**src/rtl/debouncer_pkg.sv**
```systemverilog
// Shared types and constants for the debouncer.
`timescale 1ns/1ps
package debouncer_pkg;

   typedef enum logic {STABLE, CHECKING} debouncer_state_t;

   localparam int GLITCH_COUNT_WIDTH = 8;

endpackage

```
**src/rtl/debouncer_synchronizer.sv**
```systemverilog
// Multi-flop synchronizer bringing an asynchronous level into the clock domain.
// Asynchronous active-low reset clears every stage.
`timescale 1ns/1ps
module synchronizer #(
   parameter int STAGES = 2
) (
   input  logic clock,
   input  logic resetn,
   input  logic data_in,
   output logic data_out
);

   logic [STAGES-1:0] stages_q;

   always_ff @(posedge clock or negedge resetn) begin
      if (!resetn) begin
         stages_q <= '0;
      end else begin
         stages_q[0] <= data_in;
         for (int i = 1; i < STAGES; i++) begin
            stages_q[i] <= stages_q[i-1];
         end
      end
   end

   assign data_out = stages_q[STAGES-1];

endmodule

```
**src/rtl/debouncer.sv**
```systemverilog
// Debouncer: synchronizes data_in, accepts a new level only after it has held for
// DEBOUNCE_CYCLES cycles, and emits one-cycle edge strobes.
// Optional macro DEBOUNCER_GLITCH_COUNTER_EN adds a saturating glitch_count output.
`timescale 1ns/1ps
module debouncer
   import debouncer_pkg::*;
#(
   parameter int STAGES          = 2,
   parameter int DEBOUNCE_CYCLES = 16
) (
   input  logic clock,
   input  logic reset,
   input  logic data_in,
   output logic data_out,
   output logic rising_edge,
   output logic falling_edge
`ifdef DEBOUNCER_GLITCH_COUNTER_EN
   ,
   output logic [GLITCH_COUNT_WIDTH-1:0] glitch_count
`endif
);

   localparam int COUNTER_WIDTH = $clog2(DEBOUNCE_CYCLES + 1);
   localparam logic [COUNTER_WIDTH-1:0] LAST_COUNT = COUNTER_WIDTH'(DEBOUNCE_CYCLES - 1);

   logic                     syncData;
   debouncer_state_t         state_q, state_d;
   logic [COUNTER_WIDTH-1:0] count_q, count_d;
   logic                     dataOut_q, dataOut_d;
   logic                     risingEdge_q, risingEdge_d;
   logic                     fallingEdge_q, fallingEdge_d;
`ifdef DEBOUNCER_GLITCH_COUNTER_EN
   logic                          glitchSeen;
   logic [GLITCH_COUNT_WIDTH-1:0] glitchCount_q, glitchCount_d;
`endif

   synchronizer #(
      .STAGES(STAGES)
   ) u_sync (
      .clock   (clock),
      .resetn  (~reset),
      .data_in (data_in),
      .data_out(syncData)
   );

   // A level change is only committed once syncData has disagreed with the
   // debounced output for DEBOUNCE_CYCLES consecutive samples.
   always_comb begin
      state_d       = state_q;
      count_d       = count_q;
      dataOut_d     = dataOut_q;
      risingEdge_d  = 1'b0;
      fallingEdge_d = 1'b0;
`ifdef DEBOUNCER_GLITCH_COUNTER_EN
      glitchSeen    = 1'b0;
`endif
      unique case (state_q)
         STABLE: begin
            count_d = '0;
            if (syncData != dataOut_q) begin
               if (DEBOUNCE_CYCLES == 1) begin
                  dataOut_d     = syncData;
                  risingEdge_d  = syncData;
                  fallingEdge_d = ~syncData;
               end else begin
                  state_d = CHECKING;
                  count_d = COUNTER_WIDTH'(1);
               end
            end
         end
         CHECKING: begin
            if (syncData == dataOut_q) begin
               state_d = STABLE;
               count_d = '0;
`ifdef DEBOUNCER_GLITCH_COUNTER_EN
               glitchSeen = 1'b1;
`endif
            end else if (count_q == LAST_COUNT) begin
               state_d       = STABLE;
               count_d       = '0;
               dataOut_d     = syncData;
               risingEdge_d  = syncData;
               fallingEdge_d = ~syncData;
            end else begin
               count_d = count_q + COUNTER_WIDTH'(1);
            end
         end
      endcase
   end

`ifdef DEBOUNCER_GLITCH_COUNTER_EN
   always_comb begin
      glitchCount_d = glitchCount_q;
      if (glitchSeen && (glitchCount_q != '1)) begin
         glitchCount_d = glitchCount_q + GLITCH_COUNT_WIDTH'(1);
      end
   end
`endif

   always_ff @(posedge clock or posedge reset) begin
      if (reset) begin
         state_q       <= STABLE;
         count_q       <= '0;
         dataOut_q     <= 1'b0;
         risingEdge_q  <= 1'b0;
         fallingEdge_q <= 1'b0;
`ifdef DEBOUNCER_GLITCH_COUNTER_EN
         glitchCount_q <= '0;
`endif
      end else begin
         state_q       <= state_d;
         count_q       <= count_d;
         dataOut_q     <= dataOut_d;
         risingEdge_q  <= risingEdge_d;
         fallingEdge_q <= fallingEdge_d;
`ifdef DEBOUNCER_GLITCH_COUNTER_EN
         glitchCount_q <= glitchCount_d;
`endif
      end
   end

   assign data_out     = dataOut_q;
   assign rising_edge  = risingEdge_q;
   assign falling_edge = fallingEdge_q;
`ifdef DEBOUNCER_GLITCH_COUNTER_EN
   assign glitch_count = glitchCount_q;
`endif

endmodule

```
**config.mk**
```make
export PLATFORM = sky130hd
export DESIGN_NAME = debouncer
export DESIGN_NICKNAME = d
export VERILOG_FILES = /design/src/rtl/debouncer_pkg.sv /design/src/rtl/debouncer_synchronizer.sv /design/src/rtl/debouncer.sv
export SDC_FILE = /design/constraint.sdc
export NUM_CORES = 1
export LEC_CHECK = 0
export ABC_AREA = 0
export BUFFER_PORTS_ARGS = -buffer_cell sky130_fd_sc_hd__buf_2
export CORE_AREA = 2 2 39 41
export DETAILED_ROUTE_END_ITERATION = 10
export DIE_AREA = 0 0 41 43
export GPL_TIMING_DRIVEN = 0
export SETUP_SLACK_MARGIN = 0.3
export SLEW_MARGIN = 40
export SYNTH_ARGS = -nofsm -noshare
export SYNTH_HDL_FRONTEND = slang
export SYNTH_SLANG_ARGS = --single-unit
```
**constraint.sdc**
```tcl
create_clock -name clock -period 3.1 [get_ports clock]
set_clock_uncertainty 0.05 [all_clocks]
set_input_delay 0.31 -clock clock [delete_from_list [all_inputs] [get_ports clock]]
set_output_delay 0.31 -clock clock [all_outputs]
set_load 0.02 [all_outputs]
```
# [Word-level counts from Yosys, hierarchy flattened]
# Cells that the tools add are included.
# W data, S select, Z words.
[word_totals] word_cells=28 out_inout_bits=3 reg_bits=11 input_bits=3
[op_classes] n_reduce_logical=1 n_bitwise=3 n_addsub=1 eq_ne=3 n_mux=14
[op_table] op="$mux W1" n=10
[op_table] op="$mux W5" n=2
[op_table] op="$pmux W5 S2" n=1
[op_table] op="$add A5 B1 Y5 const B" n=1
[op_table] op="$eq A5 B4 Y1 const B" n=1
[op_table] op="$not A1 Y1" n=3
[op_table] op="$reduce_and A3 Y1" n=1
[op_table] op="$pmux W1 S2" n=1
[op_table] op="$eq A1 B1 Y1" n=1
[op_table] op="$ne A1 B1 Y1" n=1

# [Longest topological paths before layout]
# Gate-level depths: netlist (run 1).
[logic_depth] ltp_word=4 mapped_depth=4

# [Modules after synthesis]
# Synthesis (run 1) repeated with hierarchy kept, for this count alone.
[unflattened] hier_cells=32 hier_area_um2=422.9
[by_module_without_submodules] mod="debouncer" n_inst=1 area_per_inst_um2=372.9 cells_each=30
[by_module_without_submodules] mod="synchronizer" n_inst=1 area_per_inst_um2=50.0 cells_each=2

# [Least setup slack after synthesis (run 1)]
# No wires, ideal clock.
[synth_path] path_kind="register to register" start="register count_q[0]" end="register dataOut_q (netlist: data_out)" path_buffers=0 arrival_ns=1.151 setup_slack_ns=1.774 stages_incl_launch_ff=5 synth_period_minus_slack_ns=1.326 path_cell_list="dfrtp_1 ha_1 and4b_4 nand2_2 mux2_4"
[synth_between] elab_chain_len=2
[synth_rtl] item="from (decl)" line_no="debouncer.sv:28" source="logic [COUNTER_WIDTH-1:0] count_q, count_d;"
[synth_rtl] item="from (signal assigned)" line_no="debouncer.sv:112" source="count_q <= count_d;"
[synth_rtl] item="$eq A5 B4 Y1" line_no="debouncer.sv:78" source="end else if (count_q == LAST_COUNT) begin"
[synth_rtl] item="$reduce_and A3 Y1 (no line)"
[synth_rtl] item="to (signal assigned)" line_no="debouncer.sv:113" source="dataOut_q <= dataOut_d;"
[synth_rtl] item="to (decl)" line_no="debouncer.sv:29" source="logic dataOut_q, dataOut_d;"
# Every way passes these cells.
# A chain may end at the register's enable or synchronous reset.

# [Final worst setup path (run 1)]
# Ends and elaborated chain as after synthesis.

==> metrics.yaml, run 1 <==
setup_path:
  cpPeakStageDelay_ps: 380
  crit_chain: "ha_1 -> and4b_4 -> nand2_2 -> mux2_4"
  crit_arrival_ps: 1510
  slowest_stage: "dfrtp_1"
  crit_path_max_fanout: 5
  reg2reg_depth: 4
  regToRegSetupSlack_ps: 1690
  worstPathRequired_ps: 3200
  start_kind: "flop"
  crit_path_end_kind: "flop"
  path_class: "reg2reg"
  r2r-end: "data_out$_DFFE_PP0P_"
  regToRegStartpoint: "count_q[0]$_DFF_PP0_"
floorplanning:
  core_area_um2: 1380
  die_h_um: 43
  io_pins: 6
  die_area_um2: 1760
  rows: 14
  die_width_um: 41
  initial_core_util_pct: 30.6
placement:
  port-buffer-count: 5
  place_congestion: 0.689
  dpl.hpwl_um: 460
timing:
  finalCritPeriodShare_pct: 45.4
  fmax_ghz: 0.711
  grt_setup_unrepaired: "false"
  drv_slew: 0
  setup-tns-final_ps: 0
  min_period_ps: 1410
  whs_ps: 98.6
  tightest_slew_ps: 412
  setup_viol: 0
  hold_viol: 0
  relSlewSlack_pct: 72.5
synth:
  yosys.area_share.adder_pct: 2.96
  ys.flop_type: "dfrtp_1"
  yosysMostFrequentCell: "dfrtp_1"
  synth-seq-cells: 11
  synth.cell_area_um2: 423
  avgSynthCellArea_um2: 13.2
  synth_edf_count: 0
  synth_top_family_by_area: "simple AND/OR/NAND/NOR gates"
  synthTopCellsByArea: "dfrtp_1 65%, xor2_1 4.1%, mux2_4 3.6%"
  yosys.area.top_type: "dfrtp_1"
  synth_nets: 36
  synthArstFlopShare_pct: 100
  ys_seq_area_share_pct: 65.1
  synth_top_area_share_pct: 65.1
  synthSimpleGateAreaFrac_pct: 20.1
  yosys_warnings: 0
  synth_compound_area_share_pct: 1.18
  netlist_instances: 32
  synth-xor-area-share_pct: 6.21
  synthDistinctLibCells: 17
  synth.mux.area_fraction_pct: 3.55
routing:
  route.detailed.drc: 0
  wl_per_cell_um: 11.3
  viasPerCell: 4.41
  dr.pass1.iters: 2
  drtIter0Drc: 4
  ant_nets: 0
  vias: 256
  drt-total-wl_um: 657
grt:
  grt_pass1_vias: 281
  gr-total-overflow: 0
  grt_max_degree: 12
  grt_usage_pct: 10.3
  antenna_found_initial: 0
  grt_pass1_wl_mm: 1.16
cells_and_area:
  antennaDiodeCount: 0
  areaGrowthSynthToFinish_pct: 19.2
  final_nets: 47
  drive_above_1_share_pct: 26.2
clock_network:
  cts.clk_slew.worst_paths_ps: 70
  cts_num_sinks: 11
  hold_buffers: 1
  cts_tree: "built"
  cts.htree.levels: 1
  postCtsSetupBuffers: 0
  numCtsBuffers: 3
  clkLatencyLatePin_ps: 260
  cts.path.max_buffers: 2
  cts.repair.resized: 0
  cts_root_buf: "clkbuf_4"
power_and_ir_drop:
  peakVddDrop_mv: 0.227
  p_per_area_nw_per_um2: 512
  p_leak_nw: 0.244
run:
  cap_viol_max_count: 0
hold_path:
  whs_path_depth: 1
  min_to: "u_sync.stages_q[0]$_DFF_PP0_"
  hold_path_class: "in2reg"
  hp-start: "data_in"
run_status:
  status: "finished, final reports clean"
## worst max path at each step
stage / endpoint / slack [ps] / depth (start not counted) / start
global route: data_out$_DFFE_PP0P_ / 1630 / 4 / count_q[0]$_DFF_PP0_
finish: data_out$_DFFE_PP0P_ / 1690 / 4 / count_q[0]$_DFF_PP0_
detailed placement: data_out$_DFFE_PP0P_ / 1700 / 4 / count_q[0]$_DFF_PP0_
floorplan: data_out$_DFFE_PP0P_ / 1770 / 4 / count_q[0]$_DFF_PP0_
CTS: data_out$_DFFE_PP0P_ / 1690 / 4 / count_q[0]$_DFF_PP0_
global placement: data_out$_DFFE_PP0P_ / 1700 / 4 / count_q[0]$_DFF_PP0_
## metrics by stage
step	area [um2]	total power, mW	worst slack [ps]	instances	utilization (%)
after floorplan	423	0.159	1770	32	-
after global placement	468	0.162	1700	53	33.8
after detailed placement	468	0.163	1700	53	33.8
after CTS	504	0.263	1690	58	36.4
after global routing	504	0.271	1630	58	36.4
final	504	0.258	1690	58	36.4
## where the power goes
part           switching, mW  leakage (nW)  internal [mW]  total [mW]
combinational        0.00589        0.0843        0.00459      0.0105
clock                 0.0476        0.0150         0.0497      0.0973
sequential           0.00305         0.144          0.147       0.150
total                 0.0565         0.244          0.201       0.258
## critical path, delay by kind of cell, from the launching register on
kind	cells	cell delay, ps
DFF	1	380
and+or+nand+nor	2	350
muxes	1	290
adders and majority gates	1	220
## cell type report
class / instances / area, um2
clock buffer: 4 / 26.3
fill: 146 / 880
inverter: 1 / 3.75
multi-input combinational: 20 / 144
sequential: 11 / 275
tap: 16 / 20.0
timing repair buffer: 6 / 35.0
## per-layer routing
metal / vias up / wire length [um] / GRT usage [%]
li1: 129 / - / -
met1: 123 / 325 / 13.5
met2: 4 / 310 / 13.4
met3: 0 / 20 / 4.71
met4: 0 / 0 / 6.00
met5: - / 0 / 0
## flip-flops by register name, summed over array words and instances, names as in the netlist
signal           flops
count_q              5
data_out             1
falling_edge         1
state_q              1
rising_edge          1
u_sync.stages_q      2
## cells in the final DEF (no fill, tap or decap), drive strengths merged, types with 2 or more instances in the layout
master / count
and2: 2
buf: 5
clkbuf: 4
dfrtp: 11
nand2: 3
nand3: 2
nor2: 2
xor2: 2
## kinds of logic (layout without fill, tap and decap cells)
family | Yosys count | after routing
buffers and inverters | 1 | 11
DFF | 11 | 11
muxes | 1 | 1
xor gates and xnor gates | 3 | 3
and+or+nand+nor | 14 | 14
AOI/OAI and AO/OA | 1 | 1
adders and majority gates | 1 | 1
Power figures use the tool's default switching activity.
==> inputs of run 2 (changes only) <==
Clock period 3.1 ns to 1.25 ns, I/O delays scaled along.
==> run 2 against run 1 <==
Net effect:
- first-iteration DRC count is 50% higher
- the run now ends with setup timing left
- register-to-register slack worse by 1800 ps
- setup slack worse by 1800 ps
- sequential cell count unchanged
- fmax grew 6.3%
- utilization up 8.0 points
- largest power group unchanged
==> metrics.yaml, run 2 (same netlist as run 1, synthesis figures left out) <==
cells_and_area:
  final_util_pct: 44.5  # +8.0 points
  final_cell_mix: "11 x dfrtp_1, 5 x buf_4, 4 x buf_6"
  largest_reg_flops: 5  # unchanged
  final_nets: 54  # +15%
  final_common_cell: "dfrtp_1"
  top_register: "count_q"
  fin_area_um2: 616  # +22%
  fill_cells: 124  # -15%
  fin_cells: 65  # +12%
  drive_above_1_share_pct: 46.9  # +21 points
  top_regs: "count_q x5, u_sync.stages_q x2"
  antennaDiodeCount: 0  # unchanged
  areaGrowthSynthToFinish_pct: 45.6
timing:
  fmax_ghz: 0.756  # +6.3%
  grt_setup_unrepaired: "true"
  relSlewSlack_pct: 73.9  # +1.3 points
  hold_viol: 0  # unchanged
  tightest_slew_ps: 392  # -20.1 ps
  setup_viol: 4  # +4
  min_period_ps: 1320  # -83.9 ps
  whs_ps: 299  # +200 ps
  timing.final.ws_setup_ps: -72.3  # -1770 ps
  drv_slew: 0  # unchanged
  finalCritPeriodShare_pct: 106  # +60 points
  setup-tns-final_ps: -188  # -188 ps
grt:
  antenna_found_initial: 0  # unchanged
  gr-total-overflow: 0  # unchanged
  grt_usage_pct: 11.5  # +1.3 points
  grt_pass1_vias: 301  # +7.1%
  grt_max_degree: 12  # unchanged
  grt_pass1_wl_mm: 1.22  # +5.3%
routing:
  vias: 293  # +14%
  drt-total-wl_um: 744  # +13%
  route.detailed.drc: 0  # unchanged
  dr.pass1.iters: 4  # +2
  viasPerCell: 4.51  # +2.1%
  drtIter0Drc: 6  # +2
  wl_per_cell_um: 11.4  # +1.0%
  ant_nets: 0  # unchanged
setup_path:
  start_kind: "flop"
  path_class: "reg2reg"
  reg2reg_depth: 4  # unchanged
  worstPathRequired_ps: 1350  # -1850 ps
  crit_path_max_fanout: 3  # -2
  path_buf_inv: 0  # unchanged
  crit_cells: 4  # unchanged
  slowest_stage: "dfrtp_1"
  cpPeakStageDelay_ps: 360  # -20 ps
  crit_arrival_ps: 1420  # -90 ps
  critPathTopFamily: "flip-flops"
  crit_chain: "ha_2 -> and4b_4 -> nand2_4 -> mux2_4"
  crit_path_end_kind: "flop"
power_and_ir_drop:
  peakVddDrop_mv: 0.704  # +210%
  pwr-share-comb_pct: 6.3  # +2.2 points
  p_total_uw: 642  # +150%
  swShare_pct: 20.5  # -1.4 points
  seq_power_share_pct: 58.3  # about the same
  p_per_area_nw_per_um2: 1040  # +100%
  p_switching_uw: 132  # +130%
  p_int_uw: 511  # +150%
  power_frac_clock_pct: 35.4  # -2.3 points
  p_leak_nw: 0.291  # +19%
clock_network:
  clkLatencyLatePin_ps: 260  # about the same
  cts_tree: "built"
  numCtsBuffers: 3  # unchanged
  cts.path.max_buffers: 2  # unchanged
  cts_root_buf: "clkbuf_4"
  cts_num_sinks: 11  # unchanged
  cts.clk_slew.worst_paths_ps: 70  # about the same
  cts.htree.levels: 1  # unchanged
placement:
  port-buffer-count: 5  # unchanged
  dpl.hpwl_um: 452  # -1.6%
  post_dp_cell_area_um2: 470  # +0.53%
  place_congestion: 0.739  # +7.2%
  place_inst: 53  # unchanged
  dp_slack_ps: -126  # -1830 ps
hold_path:
  hold_path_class: "reg2reg"
  whs_path_depth: 0  # -1
floorplanning:
  initial_core_util_pct: 30.6  # unchanged
  io_pins: 6  # unchanged
  die_area_um2: 1760  # unchanged
  core_area_um2: 1380  # unchanged
  die_width_um: 41  # unchanged
  die_h_um: 43  # unchanged
  rows: 14  # unchanged
run_status:
  failed_checks: "setup timing"
  status: "finished with violations"
run:
  cap_viol_max_count: 0  # unchanged
## run 2: cell type report
type | count | area, um2 | area share (%)
clock buffer | 4 | 26.3 | 4.27
inverter | 1 | 3.75 | 0.610
multi-input combinational | 20 | 178 | 28.9
sequential | 11 | 275 | 44.7
tap | 16 | 20.0 | 3.25
timing repair buffer | 13 | 113 | 18.3
## run 2: path summary, 6_finish.rpt
path,end,from,slack [ps]
setup / recovery,data_out$_DFFE_PP0P_,count_q[0]$_DFF_PP0_,-70
hold reg to reg,u_sync.stages_q[1]$_DFF_PP0_,u_sync.stages_q[0]$_DFF_PP0_,300
hold / removal,u_sync.stages_q[1]$_DFF_PP0_,u_sync.stages_q[0]$_DFF_PP0_,300
max in group asynchronous,count_q[4]$_DFF_PP0_,reset,540
min in group asynchronous,data_out$_DFFE_PP0P_,reset,330
setup reg to reg,data_out$_DFFE_PP0P_,count_q[0]$_DFF_PP0_,-70
## run 2: per-layer routing
layer	vias to the layer above	global-route usage (%)	wire length [um]	share of wire, %
li1	140	-	-	-
met1	143	11.2	275	37
met2	10	17.5	417	56
met3	0	9.42	51	6.9
met4	0	4.00	0	0
met5	-	0	0	0
## run 2: power by group through the flow
stage | Clock [mW] | Combinational, mW | Sequential [mW]
global route | 0.267 | 0.0462 | 0.375
global placement | 0 | 0.0245 | 0.379
detailed placement | 0 | 0.0245 | 0.379
finish | 0.227 | 0.0407 | 0.374
floorplan | 0 | 0.0176 | 0.377
CTS | 0.237 | 0.0362 | 0.373
## run 2: timing repair
item	4_1_cts	5_1_grt
pin swaps	3	2
endpoints found under the setup margin	12	12
gates resized for setup	10	3
hold buffers	2	0
buffers inserted	3	3
endpoints found under the hold margin	12	0
==> inputs of run 3 (changes only) <==
Settings changed: SYNTH_HIERARCHICAL set to 1.
==> run 3 against run 2 <==
Net effect:
- the flow still finishes with violations (setup timing)
- cell count is 1.5% higher
- fmax hardly changed
- sequential cell count stayed put
- sequential share of layout area is 0.18 points lower
- worst hold slack hardly changed
- area after synthesis stayed put
- highest routed layer is now met4
==> metrics.yaml, run 3 <==
cells_and_area:
  top_register: "count_q"
  areaGrowthSynthToFinish_pct: 46.2
  fin_cells: 66  # +1.5%
  largest_reg_flops: 5  # unchanged
  final_cell_mix: "11 x dfrtp_1, 7 x buf_4, 3 x clkbuf_4, 3 x buf_6"
  drive_above_1_share_pct: 46.0  # -0.94 points
  final_nets: 55  # +1.9%
  fin_area_um2: 618  # +0.41%
  fill_cells: 129  # +4.0%
  final_util_pct: 44.7  # +0.18 points
  final_common_cell: "dfrtp_1"
  antennaDiodeCount: 0  # unchanged
  top_regs: "count_q x5, u_sync/stages_q x2"
setup_path:
  start_kind: "flop"
  crit_path_max_fanout: 4  # +1
  crit_arrival_ps: 1430  # about the same
  path_class: "reg2reg"
  regToRegSetupSlack_ps: -70  # about the same
  worstPathRequired_ps: 1360  # about the same
  crit_path_end_kind: "flop"
grt:
  grt_pass1_wl_mm: 1.26  # +3.4%
  antenna_found_initial: 0  # unchanged
  gr-total-overflow: 0  # unchanged
  grt_pass1_vias: 310  # +3.0%
  grt_usage_pct: 11.5  # -0.035 points
  grt_max_degree: 12  # unchanged
power_and_ir_drop:
  seq_power_share_pct: 56.9  # -1.4 points
  peakVddDrop_mv: 0.710  # +0.91%
  pwr-share-comb_pct: 7.0  # +0.7 points
  swShare_pct: 21.8  # +1.3 points
  power_frac_clock_pct: 36.1  # +0.7 points
  p_int_uw: 515  # +0.81%
  p_leak_nw: 0.288  # -1.1%
  p_per_area_nw_per_um2: 1060  # +2.1%
  p_switching_uw: 143  # +9.0%
  p_total_uw: 658  # +2.5%
synth:
  synthArstFlopShare_pct: 100  # unchanged
  synth_compound_area_share_pct: 1.18  # unchanged
  synth_nets: 36  # unchanged
  synth.mux.area_fraction_pct: 3.55  # unchanged
  synth_top_area_share_pct: 65.1  # unchanged
  synthDistinctLibCells: 17  # unchanged
  avgSynthCellArea_um2: 13.2  # unchanged
  yosys_warnings: 6  # +6
  synth_edf_count: 0  # unchanged
  synth-seq-cells: 11  # unchanged
  ys_seq_area_share_pct: 65.1  # unchanged
  synthTopCellsByArea: "dfrtp_1 65%, xor2_1 4.1%, mux2_4 3.6%"
  yosysMostFrequentCell: "dfrtp_1"
  synth.cell_area_um2: 423  # unchanged
  netlist_instances: 32  # unchanged
  yosys.area.top_type: "dfrtp_1"
  synthSimpleGateAreaFrac_pct: 20.1  # unchanged
  ys.flop_type: "dfrtp_1"
  synth-xor-area-share_pct: 6.21  # unchanged
  yosys.area_share.adder_pct: 2.96  # unchanged
  synth_top_family_by_area: "simple AND/OR/NAND/NOR gates"
placement:
  place_congestion: 0.709  # -4.1%
  post_dp_cell_area_um2: 470  # unchanged
  dpl.hpwl_um: 428  # -5.4%
  port-buffer-count: 5  # unchanged
  place_inst: 53  # unchanged
timing:
  grt_setup_unrepaired: "true"
  min_period_ps: 1320  # -1.06 ps
  fmax_ghz: 0.757  # about the same
  setup-tns-final_ps: -121  # +66.7 ps
  finalCritPeriodShare_pct: 106  # about the same
  timing.final.ws_setup_ps: -71.2  # +1.06 ps
  hold_viol: 0  # unchanged
  drv_slew: 0  # unchanged
  tightest_slew_ps: 406  # +13.8 ps
  relSlewSlack_pct: 72.9  # -0.92 points
  setup_viol: 2  # -2
floorplanning:
  initial_core_util_pct: 30.6  # unchanged
  die_width_um: 41  # unchanged
  die_area_um2: 1760  # unchanged
  rows: 14  # unchanged
  core_area_um2: 1380  # unchanged
  die_h_um: 43  # unchanged
  io_pins: 6  # unchanged
routing:
  ant_nets: 0  # unchanged
  drtIter0Drc: 4  # -2
  drt-total-wl_um: 793  # +6.6%
  wl_per_cell_um: 12.0  # +5.0%
  route.detailed.drc: 0  # unchanged
  dr.pass1.iters: 4  # unchanged
  viasPerCell: 4.48  # -0.51%
  vias: 296  # +1.0%
clock_network:
  clkLatencyLatePin_ps: 270  # about the same
  cts.htree.levels: 1  # unchanged
  cts_root_buf: "clkbuf_4"
  cts_num_sinks: 11  # unchanged
  cts_tree: "built"
  cts.path.max_buffers: 2  # unchanged
  numCtsBuffers: 3  # unchanged
  cts.clk_slew.worst_paths_ps: 70  # about the same
run_status:
  status: "finished with violations"
  failed_checks: "setup timing"
run:
  cap_viol_max_count: 0  # unchanged
hold_path:
  hold_path_class: "reg2reg"
run 3: layer usage:
layer / track usage (%) / vias to the layer above / part of all wire, %
met3: 7.85 / 4 / 6.3
li1: - / 142 / -
met5: 0 / - / 0
met1: 11.8 / 142 / 41
met2: 15.6 / 8 / 50
met4: 8.67 / 0 / 2.4
run 3: cell type report:
cell class,instances,area [um2],area share [%]
Timing Repair Buffer,14,116,18.8
Tap cell,16,20.0,3.24
Clock buffer,4,26.3,4.25
Sequential cell,11,275,44.5
Inverter,1,3.75,0.607
Multi-Input combinational cell,20,176,28.5
run 3: path summary, 6_finish.rpt:
path,from,end,cells after the start
worst min register to register,u_sync/stages_q[0]$_DFF_PN0_,u_sync/stages_q[1]$_DFF_PN0_,0
min in group asynchronous,reset,data_out$_DFFE_PP0P_,3
worst max register to register,count_q[1]$_DFF_PP0_,data_out$_DFFE_PP0P_,4
worst min-delay path,u_sync/stages_q[0]$_DFF_PN0_,u_sync/stages_q[1]$_DFF_PN0_,0
max in group asynchronous,reset,state_q$_DFF_PP0_,3
worst max-delay path,count_q[1]$_DFF_PP0_,data_out$_DFFE_PP0P_,4
run 3: repair_timing:
action / 4_1_cts / 5_1_grt
hold buffers: 2 / 0
gates cloned: 0 / 0
endpoints found under the setup margin: 12 / 12
hold endpoints to repair: 12 / 0
buffers inserted: 3 / 4
gates resized for setup: 10 / 1
pin swaps: 4 / 1
run 3: logic make-up after synthesis:
group | Yosys count
AO/OA/AOI/OAI | 1
XOR/XNOR | 3
adder cells (fa/ha/maj) | 1
buffers and inverters | 1
flip-flops | 11
multiplexers | 1
AND/OR/NAND/NOR | 14
run 3: worst max-delay path, cell delays in order (launching register included):
cell     delay [ps]
dfrtp_1         400
ha_4            150
and4b_4         250
nand2_2          70
mux2_4          290
run 3: per-stage QoR:
stage / setup slack [ps] / hold slack, ps
2_1_floorplan: -42.6 / -72.6
3_3_place_gp: -96.7 / 81.5
3_5_place_dp: -114 / 81.4
4_1_cts: -55.5 / 302
5_1_grt: -117 / 309
6_report: -71.2 / 299
run 3: power by group through the flow:
stage / clock (mW) / sequential [mW] / combinational [mW]
final: 0.238 / 0.374 / 0.0459
after global routing: 0.264 / 0.375 / 0.0516
after CTS: 0.248 / 0.374 / 0.0371
after detailed placement: 0 / 0.379 / 0.0247
after global placement: 0 / 0.379 / 0.0241
after floorplan: 0 / 0.377 / 0.0175
